==> config.mk <==
export PLATFORM = sky130hd
export DESIGN_NAME = age_matrix_issue
export DESIGN_NICKNAME = d
export VERILOG_FILES = /design/src/rtl/issue_pkg.sv /design/src/rtl/age_oldest_pick.sv /design/src/rtl/age_matrix_issue.sv
export SDC_FILE = /design/constraint.sdc
export NUM_CORES = 1
export LEC_CHECK = 0
export CAP_MARGIN = 20
export CORE_MARGIN = 4
export CORE_UTILIZATION = 30
export DETAILED_ROUTE_END_ITERATION = 16
export PLACE_DENSITY_LB_ADDON = 0.25
export SETUP_SLACK_MARGIN = 0.5
export SLEW_MARGIN = 20
export SYNTH_ARGS = -nofsm -noshare
export SYNTH_HDL_FRONTEND = slang
export SYNTH_SLANG_ARGS = --single-unit
==> constraint.sdc <==
create_clock -name clk_i -period 3.5 [get_ports clk_i]
set_input_delay 0.7 -clock clk_i [delete_from_list [all_inputs] [get_ports clk_i]]
set_output_delay 0.7 -clock clk_i [all_outputs]
set_load 0.05 [all_outputs]
==> src/rtl/issue_pkg.sv <==
// Shared definitions for the age-matrix issue selector.
//   - default slot / issue-port counts
//   - entry index and entry-mask types sized for the defaults
//   - popcount helper used for free-slot and issue counting
package issue_pkg;

    localparam int unsigned ENTRIES_DEF = 8;
    localparam int unsigned ISSUE_W_DEF = 2;
    localparam int unsigned IDX_W_DEF   = $clog2(ENTRIES_DEF);

    typedef logic [IDX_W_DEF-1:0]   entry_idx_t;
    typedef logic [ENTRIES_DEF-1:0] entry_mask_t;

    // Counts set bits of a mask of up to 64 entries (zero-extend narrower masks).
    function automatic int unsigned popcount(input logic [63:0] v);
        int unsigned n;
        n = 0;
        for (int i = 0; i < 64; i++) begin
            n += int'(v[i]);
        end
        return n;
    endfunction

endpackage

==> src/rtl/age_oldest_pick.sv <==
// Oldest-entry picker over an age matrix.
// Ports:
//   cand_i   candidate mask
//   older_i  flattened age matrix, bit i*N+j set => slot i is older than slot j
//   pick_o   one-hot candidate that no other candidate is older than
//   found_o  at least one candidate exists
module age_oldest_pick #(
    parameter int unsigned N = 8
) (
    input  logic [N-1:0]   cand_i,
    input  logic [N*N-1:0] older_i,
    output logic [N-1:0]   pick_o,
    output logic           found_o
);

    logic [N-1:0] blocked;

    always_comb begin
        blocked = '0;
        for (int j = 0; j < N; j++) begin
            for (int i = 0; i < N; i++) begin
                if (i != j && cand_i[i] && older_i[i*N + j]) begin
                    blocked[j] = 1'b1;
                end
            end
        end
    end

    assign pick_o  = cand_i & ~blocked;
    assign found_o = |cand_i;

endmodule

==> src/rtl/age_matrix_issue.sv <==
// Oldest-first multi-port issue selector for a reservation station.
// Relative slot age is held in an age matrix; each cycle up to ISSUE_W ready
// slots are presented oldest first on the issue ports.
// Ports:
//   clk_i, reset_ni            clock, async active-low reset
//   alloc_valid_i/alloc_idx_i  allocate a slot (becomes youngest)
//   flush_i                    clear all slots at the next edge
//   entry_ready_i              per-slot operands-ready
//   issue_ready_i              per-port FU accept
//   issue_valid_o/issue_idx_o  per-port selected slot (packed IDX_W per port)
//   entry_sel_o                slots issued this cycle
//   free_o/free_cnt_o          free-slot mask and count
//   alloc_err_o                sticky: allocation to an occupied slot
// Optional build macro AGE_ISSUE_PERF_EN adds starve_cnt_o and issue_cnt_o.
module age_matrix_issue
    import issue_pkg::*;
#(
    parameter  int unsigned ENTRIES = ENTRIES_DEF,
    parameter  int unsigned ISSUE_W = ISSUE_W_DEF,
    localparam int unsigned IDX_W   = $clog2(ENTRIES)
) (
    input  logic                     clk_i,
    input  logic                     reset_ni,
    input  logic                     alloc_valid_i,
    input  logic [IDX_W-1:0]         alloc_idx_i,
    input  logic                     flush_i,
    input  logic [ENTRIES-1:0]       entry_ready_i,
    input  logic [ISSUE_W-1:0]       issue_ready_i,
    output logic [ISSUE_W-1:0]       issue_valid_o,
    output logic [ISSUE_W*IDX_W-1:0] issue_idx_o,
    output logic [ENTRIES-1:0]       entry_sel_o,
    output logic [ENTRIES-1:0]       free_o,
    output logic [IDX_W:0]           free_cnt_o,
`ifdef AGE_ISSUE_PERF_EN
    output logic [31:0]              starve_cnt_o,
    output logic [31:0]              issue_cnt_o,
`endif
    output logic                     alloc_err_o
);

    logic [ENTRIES-1:0]              valid_q, valid_d;
    logic [ENTRIES-1:0][ENTRIES-1:0] older_q, older_d;
    logic                            err_q, err_d;
    logic [ENTRIES*ENTRIES-1:0]      older_flat;

    logic [ISSUE_W-1:0][ENTRIES-1:0] avail;
    logic [ISSUE_W-1:0][ENTRIES-1:0] pick;
    logic [ENTRIES-1:0]              issued;
    logic [ENTRIES-1:0]              valid_keep;
    logic                            in_range, slot_busy, alloc_ok, alloc_bad;

    assign older_flat = older_q;

    // Each port sees the candidates left over after the older ports' picks,
    // independent of downstream readiness so a stalled port keeps its entry.
    for (genvar p = 0; p < ISSUE_W; p++) begin : g_port
        if (p == 0) begin : g_first
            assign avail[p] = valid_q & entry_ready_i;
        end else begin : g_next
            assign avail[p] = avail[p-1] & ~pick[p-1];
        end
        age_oldest_pick #(.N(ENTRIES)) u_pick (
            .cand_i  (avail[p]),
            .older_i (older_flat),
            .pick_o  (pick[p]),
            .found_o (issue_valid_o[p])
        );
    end

    always_comb begin
        issued      = '0;
        issue_idx_o = '0;
        for (int p = 0; p < ISSUE_W; p++) begin
            for (int e = 0; e < ENTRIES; e++) begin
                if (pick[p][e]) begin
                    issue_idx_o[p*IDX_W +: IDX_W] = IDX_W'(e);
                end
            end
            issued = issued | (pick[p] & {ENTRIES{issue_ready_i[p]}});
        end
    end

    assign entry_sel_o = issued;
    assign free_o      = ~valid_q;
    assign free_cnt_o  = (IDX_W+1)'(ENTRIES - popcount(64'(valid_q)));
    assign alloc_err_o = err_q;

    // A slot issuing this cycle counts as free for allocation.
    assign valid_keep = valid_q & ~issued;
    assign in_range   = 32'(alloc_idx_i) < ENTRIES;
    assign slot_busy  = in_range ? valid_keep[alloc_idx_i] : 1'b1;
    assign alloc_ok   = alloc_valid_i & ~flush_i & ~slot_busy;
    assign alloc_bad  = alloc_valid_i & ~flush_i & slot_busy;

    always_comb begin
        valid_d = valid_keep;
        older_d = older_q;
        err_d   = err_q | alloc_bad;
        if (flush_i) begin
            valid_d = '0;
            older_d = '0;
        end else if (alloc_ok) begin
            valid_d[alloc_idx_i] = 1'b1;
            // New occupant is younger than every surviving slot; stale bits
            // of free slots are masked by valid during selection.
            for (int i = 0; i < ENTRIES; i++) begin
                older_d[i][alloc_idx_i] = (IDX_W'(i) != alloc_idx_i) && valid_keep[i];
            end
            older_d[alloc_idx_i] = '0;
        end
    end

    always_ff @(posedge clk_i or negedge reset_ni) begin
        if (!reset_ni) begin
            valid_q <= '0;
            older_q <= '0;
            err_q   <= 1'b0;
        end else begin
            valid_q <= valid_d;
            older_q <= older_d;
            err_q   <= err_d;
        end
    end

`ifdef AGE_ISSUE_PERF_EN
    logic [ENTRIES-1:0] oldest;
    logic               any_valid;
    logic [31:0]        starve_q, starve_d, icnt_q, icnt_d;

    age_oldest_pick #(.N(ENTRIES)) u_oldest (
        .cand_i  (valid_q),
        .older_i (older_flat),
        .pick_o  (oldest),
        .found_o (any_valid)
    );

    always_comb begin
        starve_d = starve_q;
        icnt_d   = icnt_q + popcount(64'(issued));
        if (flush_i) begin
            starve_d = '0;
        end else if (any_valid && ((oldest & issued) == '0) && (starve_q != '1)) begin
            starve_d = starve_q + 32'd1;
        end
    end

    always_ff @(posedge clk_i or negedge reset_ni) begin
        if (!reset_ni) begin
            starve_q <= '0;
            icnt_q   <= '0;
        end else begin
            starve_q <= starve_d;
            icnt_q   <= icnt_d;
        end
    end

    assign starve_cnt_o = starve_q;
    assign issue_cnt_o  = icnt_q;
`endif

endmodule

* After elaboration in Yosys (flattened, before gate mapping)
Index checks and enable logic that the tools add are counted.
Word-level totals: register bits 73, bits in latches 0, bits in writable memories 0, memory bits (read-only) 0, output and inout bits 29, memories kept 0
Operators by class: $add $sub $neg 8, multiply operators 0, divide/modulo/power cells 0, order comparisons 2, equality and inequality tests 7, shift-type cells 0, muxes and demuxes 144, bitwise logic cells 22, reduce and logical (&&, ||, !) cells 125
Operator list (count):
- 64-bit two-way mux | 2
- 1-bit logical AND | 121
- 1-bit two-way mux | 116
- 64-bit bitwise AND | 1
- 8-bit bitwise mux | 8
- 64-bit inverter | 1
- 8-bit bitwise AND | 7
- 8-bit inverter | 5
- 3-bit two-way mux | 10
- 8-bit demux with 3-bit select | 1
- 8-bit two-way mux | 3
- 4-bit by 1-bit adder with 4-bit output | 4
- 8-bit OR | 2
- 8-bit OR reduction | 2
- 3-bit != test, first input constant | 4
- 2-bit by 3-bit != test with 1-bit output, first input constant | 2
- 3-bit by 1-bit adder with 4-bit output | 1
- 3-bit by 4-bit less-than comparator with 1-bit output, second input constant | 1
- 2-bit two-way mux | 2
- 4-bit subtractor, first input constant | 1
- 2-bit by 1-bit adder with 3-bit output | 1
- 1-bit bitwise AND | 3
- 1-bit binary-select mux with 3-bit select | 1
- 1-bit demux with 3-bit select | 1
- other kinds (7) | 8

* Longest topological paths before layout
depth in word-level cells 33, gate-level depth with buffers 12

* Hierarchy
Synthesis repeated with hierarchy kept, for this count alone.
Unflattened totals: cells, all modules 504, area total of the unflattened synthesis 4679.5 um^2
Modules (own cells, without submodules):
- age_matrix_issue | instances 1, cells each 402, area an instance 3831.2 um^2, seq. area each 1826.8 um^2
- age_oldest_pick | instances 2, cells each 51, area an instance 424.2 um^2, seq. area each 0.0 um^2

* Worst setup path before layout
No wires, ideal clock.
kind register to output, start reg valid_q[2], end out free_cnt_o[2], data arrival time 2952 ps, required time 2800 ps, slack -152 ps, stages on the path, launching flop included 10, buffers on the path 1, cell sequence dfrtp_1 buf_2 inv_1 fa_1 ha_1 inv_1 fa_1 inv_1 fa_1 ha_1
Between the ends: longest elaborated chain between the ends 7
Ends and longest elaborated chain:
- start, declared | RTL line age_matrix_issue.sv:41 | logic [ENTRIES-1:0] valid_q, valid_d;
- start signal, assigned | RTL line age_matrix_issue.sv:119 | valid_q <= valid_d;
- 2-bit by 1-bit adder with 3-bit output | RTL line issue_pkg.sv:19 | n += int'(v[i]);
- 3-bit by 1-bit adder with 4-bit output | RTL line issue_pkg.sv:19
- 4-bit by 1-bit adder with 4-bit output (4 in series) | RTL line issue_pkg.sv:19
- 4-bit subtractor | RTL line age_matrix_issue.sv:85 | assign free_cnt_o = (IDX_W+1)'(ENTRIES - popcount(64'(valid_q)));
- end, declared | RTL line age_matrix_issue.sv:33 | output logic [IDX_W:0] free_cnt_o,
No other way between the ends.

* Worst setup path after layout
Ends and elaborated chain as after synthesis.

==> summary.txt <==
Pwr
  • Net Switching: 688 µW
  • VDD IR-drop max: 235 µV
  • Leak: 3.62 nW
  • Switching Fraction: 31.7%
  • Combinational power share: 25.7%
  • Pwr Total: 2.17 mW
  • Cell-internal power: 1.48 mW
  • Clock power share: 39.1%
  • Power density cells: 233 mW/mm²
  • Flop pwr share: 35.2%

CTS
  • Hold_buf cts: 0
  • Clk_lat worst skew: 340 ps
  • Root Buffer Master: clkbuf_16
  • CTS tree: built
  • Deepest clock path buffer count: 2
  • CTS H-tree depth: 3
  • CTS Buf Count: 9
  • Clock Pin Slew Worst Setup and Hold Paths: 60 ps
  • Sink Count: 65

STA
  • Final Worst Setup Slack: -136 ps
  • Final Hold Violating Endpoints: 0
  • Worst relative slew slack: 42.8%
  • Final Skew: 9.87 ps
  • Pins Over Slew Limit: 0
  • Hold slack: 452 ps
  • Min Clock Period, post-route: 3640 ps
  • Worst Tran Pin Value: 858 ps
  • # setup viols final: 4
  • Fmax: 275 MHz
  • Period utilisation layout: 104%
  • Unrepaired setup endpoints after global routing: true

Drt
  • Routed Antenna Nets: 0
  • DRC violation count after routing: 0
  • Drt pass-1 iters: 5
  • Drt wl/cell: 25.6 µm
  • Via count: 5723
  • Post-Route WL: 24.8 mm
  • DRT iter0 DRCs: 456
  • Vias per Instance: 5.89

Logic synthesis
  • Synthesis Warnings: 0
  • Ys async rst share: 100%
  • Syn Area/Cell: 8.75 µm²
  • Yosys cell types: 66
  • EDFF count, synth: 0
  • Register area share after synthesis: 34.8%
  • Mapped Cells: 534
  • Register bit count reported by yosys: 65
  • Mapped Nets: 559
  • Synthesized area: 0.00467 mm²
  • Most used flip-flop cell after synthesis: dfrtp_1

Setup path
  • Setup Crit Path Kind: reg2out
  • Most used cell, CP: fa_1
  • Slowest cell on the critical path: fa_1
  • Crit start category: flop
  • Req. time, crit path: 2800 ps
  • Worst Path Max Fanout: 2
  • Slowest stage delay, CP: 520 ps
  • CP Depth: 10
  • Critical Path AT: 2940 ps
  • R2r worst-path depth: 17
  • CP Buf/Inv Count: 5
  • Worst Setup End Kind: primary output
  • Crit-path leading delay family: adder cells
  • Crit path cell chain: buf_6 -> clkinvlp_4 -> fa_1 -> ha_2 -> inv_2 -> fa_1 -> inv_1 -> fa_2 -> ha_4 -> buf_12

Flow run
  • Max cap viols: 0

Finish
  • Fin nets: 802
  • Most frequent cells in the layout: buf_4 (149), inv_1 (65), buf_6 (65)
  • Final std cells w/o fill: 971
  • Layout cells sized above 1: 65.2%
  • Most common cell after layout, fill and taps aside: buf_4
  • Area growth syn-to-layout: 99.7%

Floorplanning
  • Core region area: 0.0152 mm²
  • Site row count: 45
  • Starting density of the core: 30.7%
  • Die height: 133 µm
  • Overall die area: 0.0176 mm²
  • Total I/O pin count: 46
  • Die X: 133 µm

Placement
  • Setup WS pre-CTS: -808 ps
  • # port buffers: 45
  • Placer Congestion: 0.980
  • Detailed Place HPWL: 18.8 mm
  • Post-Place Cells: 885

Min path
  • Min-Delay Path Class: in2async

GRT
  • Gr ovfl total: 0
  • Global-route wire length before repair: 36.3 mm
  • Initial antenna violation count: 0
  • Number of global-route vias before repair: 5710
  • Total track usage: 27.5%
  • Largest net degree at the start of global routing: 33

Status
  • Run status: finished, violations left
  • Failing checks: negative setup slack
==> cell usage after synthesis, types with 6 or more instances <==
master | n | area, µm²
o21ai_0 | 18 | 90.1
nand3_2 | 10 | 100
and4_1 | 7 | 61.3
nor3_1 | 15 | 75.1
nor4b_2 | 6 | 90.1
clkbuf_1 | 16 | 60.1
o21bai_1 | 10 | 75.1
o211ai_1 | 8 | 60.1
nand2_1 | 40 | 150
a21oi_1 | 10 | 50.1
o22ai_1 | 15 | 93.8
nand3_1 | 54 | 270
and3_1 | 9 | 56.3
inv_1 | 69 | 259
o32ai_1 | 50 | 438
dfrtp_1 | 65 | 1630
buf_2 | 8 | 40.0
nor2_1 | 27 | 101
==> per-stage QoR <==
step,util (%),cell area (µm²),TNS (ps)
after global placement,46.8,7120,-52230
after detailed placement,46.8,7120,-50660
final,61.3,9330,-258
after floorplan,-,5310,0
after CTS,58.0,8820,-391
after global routing,61.3,9320,-1050
==> power by group through the flow <==
stage | Clock, mW | Sequential (mW) | Combinational, mW
final | 0.850 | 0.763 | 0.558
after global routing | 0.892 | 0.763 | 0.582
after CTS | 0.856 | 0.763 | 0.532
after detailed placement | 0 | 0.776 | 0.457
after global placement | 0 | 0.776 | 0.452
after floorplan | 0 | 0.775 | 0.267
==> flip-flops by register name, summed over array words and instances, names as in the netlist <==
name	cells
valid_q	8
older_flat	56
alloc_err_o	1
==> worst paths after layout <==
| kind | startpoint | endpoint | slack (ps) |
|---|---|---|---|
| min in group clk_i | alloc_err_o | alloc_err_o | 520 |
| worst max-delay path | valid_q[2] | free_cnt_o[2] | -140 |
| max in group asynchronous | reset_ni | valid_q[1] | 1970 |
| worst min register to register | alloc_err_o | alloc_err_o | 520 |
| worst min-delay path | reset_ni | older_flat[23] | 450 |
| worst max register to register | valid_q[1] | older_flat[61] | 40 |
==> layer usage <==
metal	GRT usage, %	routed length, µm
met1	34.3	9970
met4	13.7	1430
met2	45.6	11900
met3	4.98	1520
met5	0	0
==> cell type report <==
| cell class | instances | area, µm² |
|---|---|---|
| Antenna cell | 1 | 2.50 |
| Clock buffer | 10 | 239 |
| Clock inverter | 6 | 42.5 |
| Fill cell | 1212 | 5880 |
| Inverter | 69 | 268 |
| Multi-Input combinational cell | 368 | 4260 |
| Sequential cell | 65 | 1630 |
| Tap cell | 188 | 235 |
| Timing Repair Buffer | 264 | 2640 |
==> logic make-up (layout without fill, tap and decap cells) <==
group                      count (synthesis)  in the layout  share of synthesized area [%]
adders and majority gates                  8              8                           2.79
and+or+nand+nor                          199            199                           24.6
xor gates and xnor gates                   4              4                          0.750
DFF                                       65             65                           34.8
other                                      0              1                              0
AOI/OAI and AO/OA                        156            157                           27.9
buffers and inverters                    102            349                           9.13
==> timing repair <==
action	in CTS	in global routing
cloned	2	0
resized for setup	264	60
endpoints found under the setup margin	83	83
setup buffers	42	25
pin swaps	80	54
Power figures use the tool's default switching activity.
